### config.mk
export PLATFORM = sky130hd
export DESIGN_NAME = rst_seq_ctrl
export DESIGN_NICKNAME = d
export VERILOG_FILES = /design/src/rtl/rst_seq_ctrl.sv
export SDC_FILE = /design/constraint.sdc
export NUM_CORES = 1
export LEC_CHECK = 0
export CAP_MARGIN = 30
export CORE_ASPECT_RATIO = 0.8
export CORE_MARGIN = 4
export CORE_UTILIZATION = 40
export CTS_CLUSTER_SIZE = 24
export DETAILED_ROUTE_END_ITERATION = 12
export PLACE_DENSITY = 0.67
export SLEW_MARGIN = 0
export SYNTH_ARGS = -nofsm -noshare
export SYNTH_HDL_FRONTEND = slang
export SYNTH_SLANG_ARGS = --single-unit
### constraint.sdc
create_clock -name i_clk -period 2.2 [get_ports i_clk]
set_clock_uncertainty 0.1 [all_clocks]
set_input_delay 0.55 -clock i_clk [delete_from_list [all_inputs] [get_ports i_clk]]
set_output_delay 0.55 -clock i_clk [all_outputs]
set_load 0.02 [all_outputs]
### src/rtl/rst_seq_ctrl.sv
// rtl/rst_seq_ctrl.sv - ordered per-channel reset release sequencer with soft re-run
// Optional ordered drain on soft request in RUN: RST_SEQ_CTRL_ORDERED_DRAIN_EN
module rst_seq_ctrl #(
  parameter int N_CH     = 4,
  parameter int HOLD_CYC = 2,
  parameter int GAP_CYC  = 4,
  parameter int CNT_W    = $clog2(((HOLD_CYC > GAP_CYC) ? HOLD_CYC : GAP_CYC) + 1)
) (
  input  logic            i_clk,
  input  logic            i_sync_rst_n,
  input  logic            i_soft_rst_req,
  output logic [N_CH-1:0] o_ch_rst,
  output logic            o_busy,
  output logic            o_done
);

  localparam int IDX_W = $clog2(N_CH + 1);
  localparam logic [CNT_W-1:0] HOLD_LAST = CNT_W'(HOLD_CYC - 1);
  localparam logic [CNT_W-1:0] GAP_LAST  = CNT_W'(GAP_CYC - 1);
  localparam logic [IDX_W-1:0] LAST_IDX  = IDX_W'(N_CH - 1);

`ifdef RST_SEQ_CTRL_ORDERED_DRAIN_EN
  typedef enum logic [1:0] {ST_HOLD, ST_STAGGER, ST_RUN, ST_DRAIN} state_t;
`else
  typedef enum logic [1:0] {ST_HOLD, ST_STAGGER, ST_RUN} state_t;
`endif

  state_t           state, state_nxt;
  logic [CNT_W-1:0] cnt, cnt_nxt;
  logic [IDX_W-1:0] idx, idx_nxt;
  logic [N_CH-1:0]  ch_nxt;
  logic             busy_nxt;
  logic             done_nxt;
  logic             restart;

  always_comb begin
    state_nxt = state;
    cnt_nxt   = cnt;
    idx_nxt   = idx;
    ch_nxt    = o_ch_rst;
    busy_nxt  = o_busy;
    done_nxt  = 1'b0;
    restart   = 1'b0;

    case (state)
      ST_HOLD: begin
        if (i_soft_rst_req) begin
          restart = 1'b1;
        end else if (cnt == HOLD_LAST) begin
          ch_nxt[0] = 1'b0;
          cnt_nxt   = '0;
          idx_nxt   = IDX_W'(1);
          if (N_CH == 1) begin
            state_nxt = ST_RUN;
            busy_nxt  = 1'b0;
            done_nxt  = 1'b1;
          end else begin
            state_nxt = ST_STAGGER;
          end
        end else begin
          cnt_nxt = cnt + CNT_W'(1);
        end
      end

      ST_STAGGER: begin
        if (i_soft_rst_req) begin
          restart = 1'b1;
        end else if (cnt == GAP_LAST) begin
          for (int k = 0; k < N_CH; k++) begin
            if (IDX_W'(k) == idx) ch_nxt[k] = 1'b0;
          end
          cnt_nxt = '0;
          idx_nxt = idx + IDX_W'(1);
          if (idx == LAST_IDX) begin
            state_nxt = ST_RUN;
            busy_nxt  = 1'b0;
            done_nxt  = 1'b1;
          end
        end else begin
          cnt_nxt = cnt + CNT_W'(1);
        end
      end

      ST_RUN: begin
        if (i_soft_rst_req) begin
`ifdef RST_SEQ_CTRL_ORDERED_DRAIN_EN
          // Highest channel goes back into reset first; lower ones follow at GAP spacing.
          ch_nxt[N_CH-1] = 1'b1;
          busy_nxt       = 1'b1;
          cnt_nxt        = '0;
          if (N_CH == 1) begin
            state_nxt = ST_HOLD;
            idx_nxt   = '0;
          end else begin
            state_nxt = ST_DRAIN;
            idx_nxt   = LAST_IDX;
          end
`else
          restart = 1'b1;
`endif
        end
      end

`ifdef RST_SEQ_CTRL_ORDERED_DRAIN_EN
      ST_DRAIN: begin
        // idx is the lowest channel already reasserted; soft requests are ignored here.
        if (cnt == GAP_LAST) begin
          for (int k = 0; k < N_CH; k++) begin
            if (IDX_W'(k) == idx - IDX_W'(1)) ch_nxt[k] = 1'b1;
          end
          cnt_nxt = '0;
          idx_nxt = idx - IDX_W'(1);
          if (idx == IDX_W'(1)) begin
            state_nxt = ST_HOLD;
            idx_nxt   = '0;
          end
        end else begin
          cnt_nxt = cnt + CNT_W'(1);
        end
      end
`endif

      default: begin
        restart = 1'b1;
      end
    endcase

    if (restart) begin
      state_nxt = ST_HOLD;
      cnt_nxt   = '0;
      idx_nxt   = '0;
      ch_nxt    = '1;
      busy_nxt  = 1'b1;
      done_nxt  = 1'b0;
    end
  end

  always_ff @(posedge i_clk) begin
    if (!i_sync_rst_n) begin
      state    <= ST_HOLD;
      cnt      <= '0;
      idx      <= '0;
      o_ch_rst <= '1;
      o_busy   <= 1'b1;
      o_done   <= 1'b0;
    end else begin
      state    <= state_nxt;
      cnt      <= cnt_nxt;
      idx      <= idx_nxt;
      o_ch_rst <= ch_nxt;
      o_busy   <= busy_nxt;
      o_done   <= done_nxt;
    end
  end

endmodule
[Word level (Yosys, flattened, before mapping)]
Cells that the tools add are included.
Cells by class
  add/sub/neg operators: 2
  eq/ne operators: 14
  muxes and demuxes: 25
  bitwise gates (word level): 4
  reductions and logical operators: 14
Operators with widths (count)
  two-way mux 3 bit: 8
  AND reduction 4 bit: 4
  inequality test 2 bit, second input constant: 6
  one-hot mux 3 bit (2 select lines): 2
  AND reduction 6 bit: 2
  two-way mux 2 bit: 5
  two-way mux 1 bit: 8
  adder 3 x 1 -> 3 bit, second input constant: 2
  equality test 2 x 3 -> 1 bit, first input constant: 2
  equality test 3 x 2 -> 1 bit, second input constant: 2
  AND reduction 5 bit: 1
  OR reduction 5 bit: 1
  NOT 1 bit: 4
  one-hot mux 2 bit (2 select lines): 1
  equality test 1 x 3 -> 1 bit, first input constant: 1
  equality test 3 x 1 -> 1 bit, second input constant: 1
  zero test 3 bit: 1
  AND reduction 3 bit: 1
  OR reduction 3 bit: 1
  equality test 2 x 1 -> 1 bit, second input constant: 1
  equality test 2 bit, second input constant: 1
  zero test 2 bit: 1
  one-hot mux 1 bit (2 select lines): 1
  nonzero test 2 bit: 1
  OR reduction 2 bit: 1
Storage, ports and cells
  bits in registers: 14
  input port bits: 3
  output and inout port bits: 6
  logic and storage cells: 68

[Longest topological paths before layout]
  word-level depth: 5
  gate-level depth with buffers: 6

[Worst setup path before layout]
Ideal clock, no wire load.
  path type: register -> register
  from: register cnt[0]
  to: register o_ch_rst[0]
  setup time: 0.114 ns
  arrival time: 1.390 ns
  required time: 1.986 ns
  slack: 0.596 ns
  cell stages (with the launch flop): 5
  path through: dfxtp_1 -> ha_1 -> or3b_4 -> a221o_1 -> a21o_1
On the way
  word-level cells in the longest chain between the ends: 3
  elaborated cells between the ends (all ways): 5
  classes of those cells: eq/ne: 4; reduce/logical: 1
Ends and longest elaborated chain
  start, declared: RTL line 29  | logic [CNT_W-1:0] cnt, cnt_nxt;
  start signal, assigned: RTL line 148  | cnt <= cnt_nxt;
  equality test 3 x 2 -> 1 bit or equality test 3 x 1 -> 1 bit (tied branches): RTL line 68, 49
  inequality test 2 bit (no line)
  AND reduction 6 bit (no line) (*)
  end signal, assigned: RTL line 150  | o_ch_rst <= ch_nxt;
  end, declared: RTL line 12  | output logic [N_CH-1:0] o_ch_rst,
Mark *: on every way between the ends. The rest lies on a longest branch, timed or not.
A chain may end at the register's enable or synchronous reset.

[Final worst setup path]
  from: register o_busy
  to: output port o_busy
RTL lines
  start, declared: RTL line 13  | output logic o_busy,
  start signal, assigned: RTL line 151  | o_busy <= busy_nxt;
No word-level cell between the ends.

==> results_dict.tcl <==
set metrics [dict create \
    status "completed" \
    fin_total_pwr_uw 415 \
    gp_routability_congestion 0.777 \
    rrSetupSlack_ns 0.44 \
    finalSetupViolCount 0 \
    r2r_end "idx[0]$_SDFFE_PP0P_" \
    synthFlopType "dfxtp_1" \
    cts-hold-fix-buffers 0 \
    synth_compound_area_share_pct 17.9 \
    postCtsResizedCells 0 \
    cap_violations 0 \
    cts_buffers 3 \
    fin_tns_setup_ns 0 \
    grt_usage_pct 13.0 \
    p_per_area_nw_per_um2 475 \
    yosys-top-cells-count "dfxtp_1, ha_1, inv_1, nand2_1" \
    p_sw_uw 96.8 \
    p_sw_share_pct 23.3 \
    tightest_slew_ns 0.392 \
    vdd.ir_drop.worst_mv 0.344 \
    max_freq_mhz 527 \
    leakagePower_uw 0.000326 \
    worstHoldPathCells 1 \
    placedInstanceArea_sq_um 847 \
    wl_per_cell_um 12.9 \
    syn_inst 85 \
    wirelength_um 1510 \
    muxShareOfSynthArea_pct 1.34 \
    cp-start-kind "register" \
    hpwlAfterDp_um 1200 \
    root_buffer "clkbuf_4" \
    dieHeight_um 46.7 \
    finalCritPeriodShare_pct 86.3 \
    post-cts-setup-buffers 0 \
    seq_power_share_pct 57.6 \
    place_inst 113 \
    io_buffers 8 \
    yosysTopAreaCell "dfxtp_1" \
    yosys_register_bits 13 \
    synth-edff-count 0 \
    synth-simple-area-share_pct 21.6 \
    grt_overflow_total 0 \
    worst-path-buf-inv 1 \
    min_to "o_ch_rst[1]$_SDFFE_PP1P_" \
    yosysMostFrequentCell "dfxtp_1" \
    fin_nets 109 \
    initial_core_util_pct 44.2 \
    syn-num-nets 98 \
    async_reset_ff_share_pct 0 \
    synth_xor_area_share_pct 0 \
    antenna_found_initial 0 \
    vias_per_cell 5.51 \
    yosys-top-cells-area "dfxtp_1, ha_1, inv_1" \
    stdcell_area_sq_um 875 \
    synthAdderAreaFrac_pct 16.8 \
    reg2reg_depth 4 \
    hold_viol_final 0 \
    hold_path.class "reg -> reg" \
    worstReg2RegStart "cnt[0]$_SDFFE_PP0P_" \
    cts_sinks 13 \
    nFillCells 176 \
    clk_latency_ns 0.28 \
    combPwrFrac_pct 6.9 \
    cts.path.max_buffers 2 \
    path_clk_slew_ns 0.08 \
    worst-endpoint-required_ns 1.55 \
    avgSynthCellArea_sq_um 8.79 \
    hold_ws_ns 0.357 \
    worstSetupEndpointType "primary output" \
    grt_pass1_vias 604 \
    netlist_area_sq_um 747 \
    critPathKind "reg -> out" \
    cts_tree "built" \
    ios 9 \
    layoutNonFillerInstCount 117 \
    ys_warn_count 0 \
    relSlewSlack_pct 73.8 \
    crit_path_cell_trace "clkdlybuf4s50_1" \
    syn_to_final_growth_pct 17.1 \
    grt_pass1_wl_um 2520 \
    drt_iter0_markers 13 \
    period_needed_ns 1.90 \
    rows 13 \
    die_x_um 56.3 \
    cp.arrival_ns 1.25 \
    p_int_uw 318 \
    vias 645 \
    max_stage_delay_ns 0.61 \
    htree_levels 1 \
    grt_max_degree 14 \
    core_area_sq_um 1690 \
    path_delay_family "buffers and inverters" \
    ys_seq_area_share_pct 34.8 \
    cp_max_fo 3 \
    yosys.cell_types.count 29 \
    clkPwrFrac_pct 35.5 \
    drv_slew 0 \
    drive_gt1_share_pct 10.5 \
    synth_top_family_by_area "simple AND/OR/NAND/NOR gates" \
    first_pass_iters 5 \
    slowest_stage "clkdlybuf4s50_1" \
    dieArea_sq_um 2630 \
    drc_errors 0 \
    synthDominantCellAreaShare_pct 34.8 \
    min_from "o_ch_rst[1]$_SDFFE_PP1P_" \
    postRouteAntennaNets 0 \
    rsz0062_at_grt "false" \
    diodes 0 \
]
## final cells by class
type	count	area, sq um	share of cell area, %
Clock buffer	3	22.5	2.58
Clock inverter	1	5.00	0.572
Inverter	9	33.8	3.86
Multi-Input combinational cell	59	430	49.2
Sequential cell	13	260	29.8
Tap cell	22	27.5	3.15
Timing Repair Buffer	10	95.1	10.9
## state kept, by name, indices dropped and copies added (netlist names)
name	cells
o_ch_rst	3
cnt	3
o_busy	1
idx	3
state	2
o_done	1
## power groups by stage
stage,combinational (uW),sequential (uW),clock [uW]
after floorplan,17.6,244,0
after global placement,28.6,245,0
after detailed placement,28.3,245,0
after CTS,28.3,239,153
after global routing,31.9,240,165
final,28.6,239,147
## worst max path at each step
stage	from	endpoint	slack [ns]	cells after the start
2_1_floorplan	cnt[0]$_SDFFE_PP0P_	o_ch_rst[0]$_SDFFE_PP1P_	0.60	4
3_3_place_gp	i_soft_rst_req	idx[0]$_SDFFE_PP0P_	0.26	4
3_5_place_dp	i_soft_rst_req	idx[0]$_SDFFE_PP0P_	0.22	4
4_1_cts	o_busy$_SDFFE_PP1P_	o_busy	0.29	1
5_1_grt	o_ch_rst[0]$_SDFFE_PP1P_	o_ch_rst[0]	0.26	1
6_report	o_busy$_SDFFE_PP1P_	o_busy	0.30	1
## cell usage in the layout, fill, tap and decap left out, drive strengths merged
cell           instances
o21ai                  1
nand3                  2
mux2i                  1
nand2                  8
and4                   1
a21o                   4
nor2                   3
a221o                  1
a31oi                  2
clkdlybuf4s50          8
dfxtp                 13
or3b                   1
and2                   1
nor2b                  3
nand3b                 1
inv                    9
a21oi                  3
nor3                   4
or2                    1
a32oi                  2
nand4                  3
buf                    2
o22ai                  1
clkbuf                 3
and3                   1
ha                    10
clkinv                 1
o211ai                 1
o221a                  2
a21boi                 1
nand2b                 1
## metal layers
layer	vias up	share of wire, %	global-route usage (%)
met2	10	43	20.3
met3	2	4.6	5.88
met5	-	0	0
li1	320	-	-
met1	313	51	16.1
met4	0	0.86	4.27
## through the flow
stage / worst slack (ns) / util, %
after floorplan: 0.596 / -
after global placement: 0.262 / 50.1
after detailed placement: 0.224 / 50.1
final: 0.301 / 51.7
after CTS: 0.290 / 51.7
after global routing: 0.256 / 51.7
## kinds of logic (layout without fill, tap and decap cells)
| group | after synthesis | in the layout |
|---|---|---|
| fa+ha+maj | 10 | 10 |
| buf+inv | 13 | 23 |
| compound gates | 18 | 18 |
| mux | 1 | 1 |
| flops | 13 | 13 |
| simple gates | 30 | 30 |
Note: power is estimated with default switching activity, not from simulation.
